**config.mk**
```make
export PLATFORM = sky130hd
export DESIGN_NAME = sync_pack_fifo
export DESIGN_NICKNAME = d
export VERILOG_FILES = /design/src/rtl/sync_pack_fifo_pkg.sv /design/src/rtl/sync_pack_fifo_ram.sv /design/src/rtl/sync_pack_fifo.sv
export SDC_FILE = /design/constraint.sdc
export NUM_CORES = 2
export LEC_CHECK = 0
export BUFFER_PORTS_ARGS = -buffer_cell sky130_fd_sc_hd__buf_2
export CAP_MARGIN = 10
export CORE_AREA = 5 5 983 497
export DETAILED_ROUTE_END_ITERATION = 10
export DIE_AREA = 0 0 988 502
export SLEW_MARGIN = 20
export SYNTH_ARGS = -nofsm -noshare
export SYNTH_HDL_FRONTEND = slang
export SYNTH_SLANG_ARGS = --single-unit
```
**constraint.sdc**
```tcl
create_clock -name clk -period 9.2 [get_ports clk]
set_input_delay 1.84 -clock clk [delete_from_list [all_inputs] [get_ports clk]]
set_output_delay 1.84 -clock clk [all_outputs]
set_load 0.01 [all_outputs]
```
**src/rtl/sync_pack_fifo_pkg.sv**
```systemverilog
// Shared helpers for sync_pack_fifo: width derivation functions and default geometry.
package sync_pack_fifo_pkg;

    function automatic int clog2(input int value);
        int r;
        r = 0;
        while ((1 << r) < value) begin
            r = r + 1;
        end
        return r;
    endfunction

    // Lane counter needs at least one bit even when RATIO=1.
    function automatic int lane_w(input int ratio);
        return (clog2(ratio) > 0) ? clog2(ratio) : 1;
    endfunction

    function automatic int out_w(input int in_w, input int ratio);
        return in_w * ratio;
    endfunction

    function automatic int wr_lvl_w(input int depth_w, input int ratio);
        return depth_w + clog2(ratio) + 1;
    endfunction

    function automatic int rd_lvl_w(input int depth_w);
        return depth_w + 1;
    endfunction

    localparam int DEF_IN_W     = 32;
    localparam int DEF_RATIO    = 4;
    localparam int DEF_DEPTH_W  = 5;
    localparam int DEF_OUT_W    = out_w(DEF_IN_W, DEF_RATIO);
    localparam int DEF_WR_LVL_W = wr_lvl_w(DEF_DEPTH_W, DEF_RATIO);
    localparam int DEF_RD_LVL_W = rd_lvl_w(DEF_DEPTH_W);

endpackage

```
**src/rtl/sync_pack_fifo_ram.sv**
```systemverilog
// Simple dual-port storage for sync_pack_fifo: synchronous write, registered read port.
module sync_pack_fifo_ram #(
    parameter int W  = 128,
    parameter int AW = 5
) (
    input  logic          i_clk,
    input  logic          i_rst,
    input  logic          i_we,
    input  logic [AW-1:0] i_waddr,
    input  logic [W-1:0]  i_wdata,
    input  logic          i_re,
    input  logic [AW-1:0] i_raddr,
    output logic [W-1:0]  o_rdata
);

    logic [W-1:0] r_mem [0:(1<<AW)-1];
    logic [W-1:0] r_rdata;

    // Array kept free of reset so it maps onto block RAM.
    always_ff @(posedge i_clk) begin
        if (i_we) begin
            r_mem[i_waddr] <= i_wdata;
        end
    end

    always_ff @(posedge i_clk) begin
        if (i_rst) begin
            r_rdata <= '0;
        end else if (i_re) begin
            r_rdata <= r_mem[i_raddr];
        end
    end

    assign o_rdata = r_rdata;

endmodule

```
**src/rtl/sync_pack_fifo.sv**
```systemverilog
// Single-clock FIFO packing RATIO narrow words into one wide word, with input-granular levels.
// Define SYNC_PACK_FIFO_FLUSH_EN to add wr_flush, which pushes a partial word zero-padded.
module sync_pack_fifo
    import sync_pack_fifo_pkg::*;
#(
    parameter int IN_W             = 32,
    parameter int RATIO            = 4,
    parameter int DEPTH_W          = 5,
    parameter int ALMOST_FULL_NUM  = 124,
    parameter int ALMOST_EMPTY_NUM = 4
) (
    input  logic                             clk,
    input  logic                             rst,
    input  logic                             wr_en,
    input  logic [IN_W-1:0]                  wr_data,
`ifdef SYNC_PACK_FIFO_FLUSH_EN
    input  logic                             wr_flush,
`endif
    output logic                             wr_full,
    output logic                             almost_full,
    output logic [DEPTH_W+clog2(RATIO):0]    wr_water_level,
    input  logic                             rd_en,
    output logic [IN_W*RATIO-1:0]            rd_data,
    output logic                             rd_empty,
    output logic                             almost_empty,
    output logic [DEPTH_W:0]                 rd_water_level
);

    localparam int LW    = clog2(RATIO);
    localparam int LW_S  = lane_w(RATIO);
    localparam int OUT_W = out_w(IN_W, RATIO);
    localparam int DEPTH = 1 << DEPTH_W;
    localparam int WL    = wr_lvl_w(DEPTH_W, RATIO);
    localparam int CW    = rd_lvl_w(DEPTH_W);

    logic [LW_S-1:0]    r_lane_cnt;
    logic [OUT_W-1:0]   r_pack;
    logic [DEPTH_W-1:0] r_wr_ptr;
    logic [DEPTH_W-1:0] r_rd_ptr;
    logic [CW-1:0]      r_count;

    logic               w_store_full;
    logic               w_last_lane;
    logic               w_full;
    logic               w_empty;
    logic               w_wr_acc;
    logic               w_rd_acc;
    logic               w_complete;
    logic               w_flush_push;
    logic               w_push;
    logic [OUT_W-1:0]   w_pack_next;
    logic [WL-1:0]      w_wr_lvl;

    assign w_store_full = (r_count == CW'(DEPTH));
    assign w_last_lane  = (r_lane_cnt == LW_S'(RATIO - 1));
    assign w_empty      = (r_count == '0);
    assign w_wr_acc     = wr_en && !w_full;
    assign w_rd_acc     = rd_en && !w_empty;
    assign w_complete   = w_wr_acc && w_last_lane;
    assign w_push       = w_complete || w_flush_push;

    // Unfilled upper lanes are already zero because r_pack clears on every push.
    always_comb begin
        w_pack_next = r_pack;
        if (w_wr_acc) begin
            w_pack_next[r_lane_cnt*IN_W +: IN_W] = wr_data;
        end
    end

`ifdef SYNC_PACK_FIFO_FLUSH_EN
    logic r_flush_pend;
    logic w_flush_req;
    logic w_has_partial;

    assign w_flush_req   = wr_flush || r_flush_pend;
    assign w_has_partial = !w_complete && (w_wr_acc || (r_lane_cnt != '0));
    assign w_flush_push  = w_flush_req && w_has_partial && !w_store_full;
    // A pending flush blocks writes so the partial word it owns cannot grow.
    assign w_full        = (w_store_full && w_last_lane) || r_flush_pend;

    always_ff @(posedge clk) begin
        if (rst) begin
            r_flush_pend <= 1'b0;
        end else begin
            r_flush_pend <= w_flush_req && w_has_partial && w_store_full;
        end
    end
`else
    assign w_flush_push = 1'b0;
    assign w_full       = w_store_full && w_last_lane;
`endif

    always_ff @(posedge clk) begin
        if (rst) begin
            r_lane_cnt <= '0;
            r_pack     <= '0;
            r_wr_ptr   <= '0;
            r_rd_ptr   <= '0;
            r_count    <= '0;
        end else begin
            if (w_push) begin
                r_wr_ptr   <= r_wr_ptr + 1'b1;
                r_lane_cnt <= '0;
                r_pack     <= '0;
            end else if (w_wr_acc) begin
                r_lane_cnt <= r_lane_cnt + 1'b1;
                r_pack     <= w_pack_next;
            end
            if (w_rd_acc) begin
                r_rd_ptr <= r_rd_ptr + 1'b1;
            end
            case ({w_push, w_rd_acc})
                2'b10:   r_count <= r_count + 1'b1;
                2'b01:   r_count <= r_count - 1'b1;
                default: r_count <= r_count;
            endcase
        end
    end

    sync_pack_fifo_ram #(
        .W  (OUT_W),
        .AW (DEPTH_W)
    ) u_ram (
        .i_clk   (clk),
        .i_rst   (rst),
        .i_we    (w_push),
        .i_waddr (r_wr_ptr),
        .i_wdata (w_pack_next),
        .i_re    (w_rd_acc),
        .i_raddr (r_rd_ptr),
        .o_rdata (rd_data)
    );

    assign w_wr_lvl       = (WL'(r_count) << LW) | WL'(r_lane_cnt);
    assign wr_full        = w_full;
    assign almost_full    = (int'(w_wr_lvl) >= ALMOST_FULL_NUM);
    assign wr_water_level = w_wr_lvl;
    assign rd_empty       = w_empty;
    assign almost_empty   = (int'(r_count) <= ALMOST_EMPTY_NUM);
    assign rd_water_level = r_count;

endmodule

```
==> results.json <==
{
  "use_met2": 0.2754,
  "timing.rr.end": "u_ram.o_rdata[13]",
  "finClkSkew_ns": 0.06941,
  "vdd_drop_max_mv": 0.1376,
  "p_per_area_nw_per_um2": 202.2,
  "first_iter_violations": 12558,
  "yosysSeqAreaShare": 0.7693,
  "dieArea_um2": 496000,
  "syn_nets": 8390,
  "dr.pass1.iters": 8,
  "synthDistinctLibCells": 48,
  "finalSetupViolCount": 0,
  "finalHoldViolCount": 0,
  "hp-start": "r_pack[45]",
  "cp.arrival_ns": 5.72,
  "status": "completed",
  "synthCells": 8337,
  "insertion_delay_ns": 0.96,
  "ioPinCount": 182,
  "crit_path_end_kind": "register",
  "avgViaCountPerCell": 5.686,
  "cts_tree": "built",
  "start_kind": "register",
  "critPathKind": "reg -> reg",
  "cts_root_buf": "clkbuf_16",
  "busiest_layer": "met1",
  "clkSlewWorstSetupHoldPaths_ns": 0.07,
  "syn_area_um2": 167000,
  "place_congestion": 0.7881,
  "cts_made_buffers": 345,
  "synth_edf_count": 4096,
  "grt_util_met3": 0.05106,
  "rows": 180,
  "final_max_slew_viol_count": 0,
  "relSlewSlack": 0.1856,
  "routed_wl_mm": 495.4,
  "area_growth_pct": 12.38,
  "multi_input_area_um2": 36470,
  "fill_cells": 42027,
  "nNetsFinal": 8613,
  "htree_levels": 5,
  "reg2reg_from": "r_rd_ptr[1]",
  "yosysTopAreaCell": "edfxtp_1",
  "vias": 86643,
  "synthTopCellsByCount": "edfxtp_1, mux2i_1, mux4_2, a22oi_1, dfxtp_1",
  "async_reset_ff_frac": 0,
  "port_buffers": 181,
  "yosys_warnings": 0,
  "post_cts_buffers": 0,
  "synth_area_per_cell_um2": 20.03,
  "fin_setup_tns_ns": 0,
  "tightest_slew_ns": 1.222,
  "r2r_cells": 8,
  "yosysMostFrequentCell": "edfxtp_1",
  "cts.sinks": 4370,
  "rsz0062_at_grt": "false",
  "holdCritPathClass": "reg -> reg",
  "antenna_found_initial": 39,
  "fin_crit_ns": 4.854,
  "synth_seq_cells": 4370,
  "drcViolationCount": 0,
  "worst_hold_path.endpoint": "r_pack[45]",
  "leakage_nw": 58.60,
  "reg2reg_slack_ns": 4.35,
  "hold_depth": 2,
  "initial_core_util": 0.3490,
  "grt_pass1_wl_mm": 680.1,
  "critPathRequiredTime_ns": 10.07,
  "max_cap_violations": 0,
  "ant_nets": 0,
  "routedWlPerCell_um": 32.51,
  "groute.layer.met1.usage": 0.2927,
  "ctsHoldBuffers": 0,
  "worst_slack_ns": 4.346,
  "dpl.hpwl_mm": 269.6,
  "cts_buffer_depth": 4,
  "core_area_um2": 478600,
  "drive_above_1_share": 0.2065,
  "cts_resized": 0,
  "max_freq_ghz": 0.2060,
  "synthTopCellsByArea": "edfxtp_1, mux4_2, mux2i_1",
  "timing.hold.ws_ns": 0.4614,
  "crit_fanout": 129,
  "grt_max_degree": 130,
  "seqCellArea_um2": 128500,
  "track_usage": 0.1927,
  "die_h_um": 502,
  "synth_top_area_share": 0.7364,
  "ys.flop_type": "edfxtp_1",
  "gr-total-overflow": 0,
  "fp.dieW_um": 988,
  "grt_pass1_vias": 83768,
  "pre_cts_slack_ns": 3.871,
  "finalCritPeriodShare": 0.5276
}
## how the worst max path moves through the flow
stage / from / endpoint / slack, ns / cells past startpoint
global placement: wr_en / u_ram.r_mem[31][61] / 3.83 / 5
finish: r_rd_ptr[1] / u_ram.o_rdata[13] / 4.35 / 8
global route: r_rd_ptr[0] / u_ram.o_rdata[60] / 4.12 / 7
CTS: r_rd_ptr[1] / u_ram.o_rdata[13] / 4.03 / 8
floorplan: wr_en / u_ram.r_mem[15][0] / 0.85 / 4
detailed placement: wr_en / u_ram.r_mem[21][62] / 3.87 / 6
## power by group
group	switching [mW]	total [mW]	internal [mW]	leakage, nW
clock	7.24	15.6	8.32	5.67
combinational	0.595	0.785	0.189	10.5
sequential	0.0279	21.6	21.6	42.5
total	7.86	38.0	30.1	58.6
## final cells by class
type,count,share of cell area
clock inverters,169,0.01029
well taps,6370,0.04246
clock buffers,475,0.05146
diodes,12,0.0001600
multi-input cells,3443,0.1943
repair buffers,392,0.01655
flip-flops and latches,4370,0.6846
inverters,8,0.0001600
## through the flow
stage / instances / power, mW / cell area [um2] / utilization
2_1_floorplan: 8337 / 22.49 / 167000 / -
4_1_cts: 15225 / 38.17 / 187500 / 0.3917
5_1_grt: 15233 / 39.09 / 187700 / 0.3922
3_5_place_dp: 14581 / 22.84 / 175900 / 0.3675
3_3_place_gp: 14577 / 22.82 / 175800 / 0.3673
6_report: 15239 / 37.96 / 187700 / 0.3922
## worst max-delay path, stage by stage, from the launching register on
cell	delay, ns
dfxtp_4	0.68
buf_12	0.62
buf_4	0.61
buf_4	0.94
mux2i_1	0.21
a22oi_1	0.30
a21oi_1	0.11
nor3_1	0.71
a22o_1	0.22
## sequential cells by signal, summed over array words and instances, names as in the netlist
signal	count
r_wr_ptr	5
u_ram.r_mem	4096
r_rd_ptr	5
u_ram.o_rdata	128
rd_water_level	6
r_lane_cnt	2
r_pack	128
## kinds of logic after synthesis
kind of cell             Yosys count  synth area share
flip-flops                      4370            0.7693
multiplexers                    1711            0.1473
AO/OA/AOI/OAI                   1166           0.04915
AND/OR/NAND/NOR                  536           0.01668
buffers and inverters            524           0.01554
adder cells (fa/ha/maj)           17          0.001318
XOR/XNOR                          13         0.0006817
## layer usage
metal,share of wire,routed length [um]
met1,0.44,216400
met2,0.42,209300
met3,0.11,56880
met4,0.026,12760
met5,0.000079,39
## placed cells by master (no fill, tap or decap), types with 35 or more instances in the layout
master,Yosys,layout
a211oi_1,171,169
a21oi_1,204,204
a21oi_2,100,100
a22o_1,128,128
a22oi_1,382,382
buf_12,0,47
buf_2,215,181
buf_4,28,161
clkbuf_1,211,83
clkbuf_16,0,351
clkbuf_8,0,41
clkinv_1,0,35
clkinv_2,0,64
dfxtp_1,274,269
edfxtp_1,4096,4096
mux2i_1,1112,1112
mux4_2,598,598
nand2_1,268,205
nand2_2,0,62
nand3_1,46,45
nand3_2,86,86
nor2_4,0,35
nor3_1,45,44
o21ai_0,89,89
o22ai_1,85,85
Note: power is estimated with default switching activity, not from simulation.
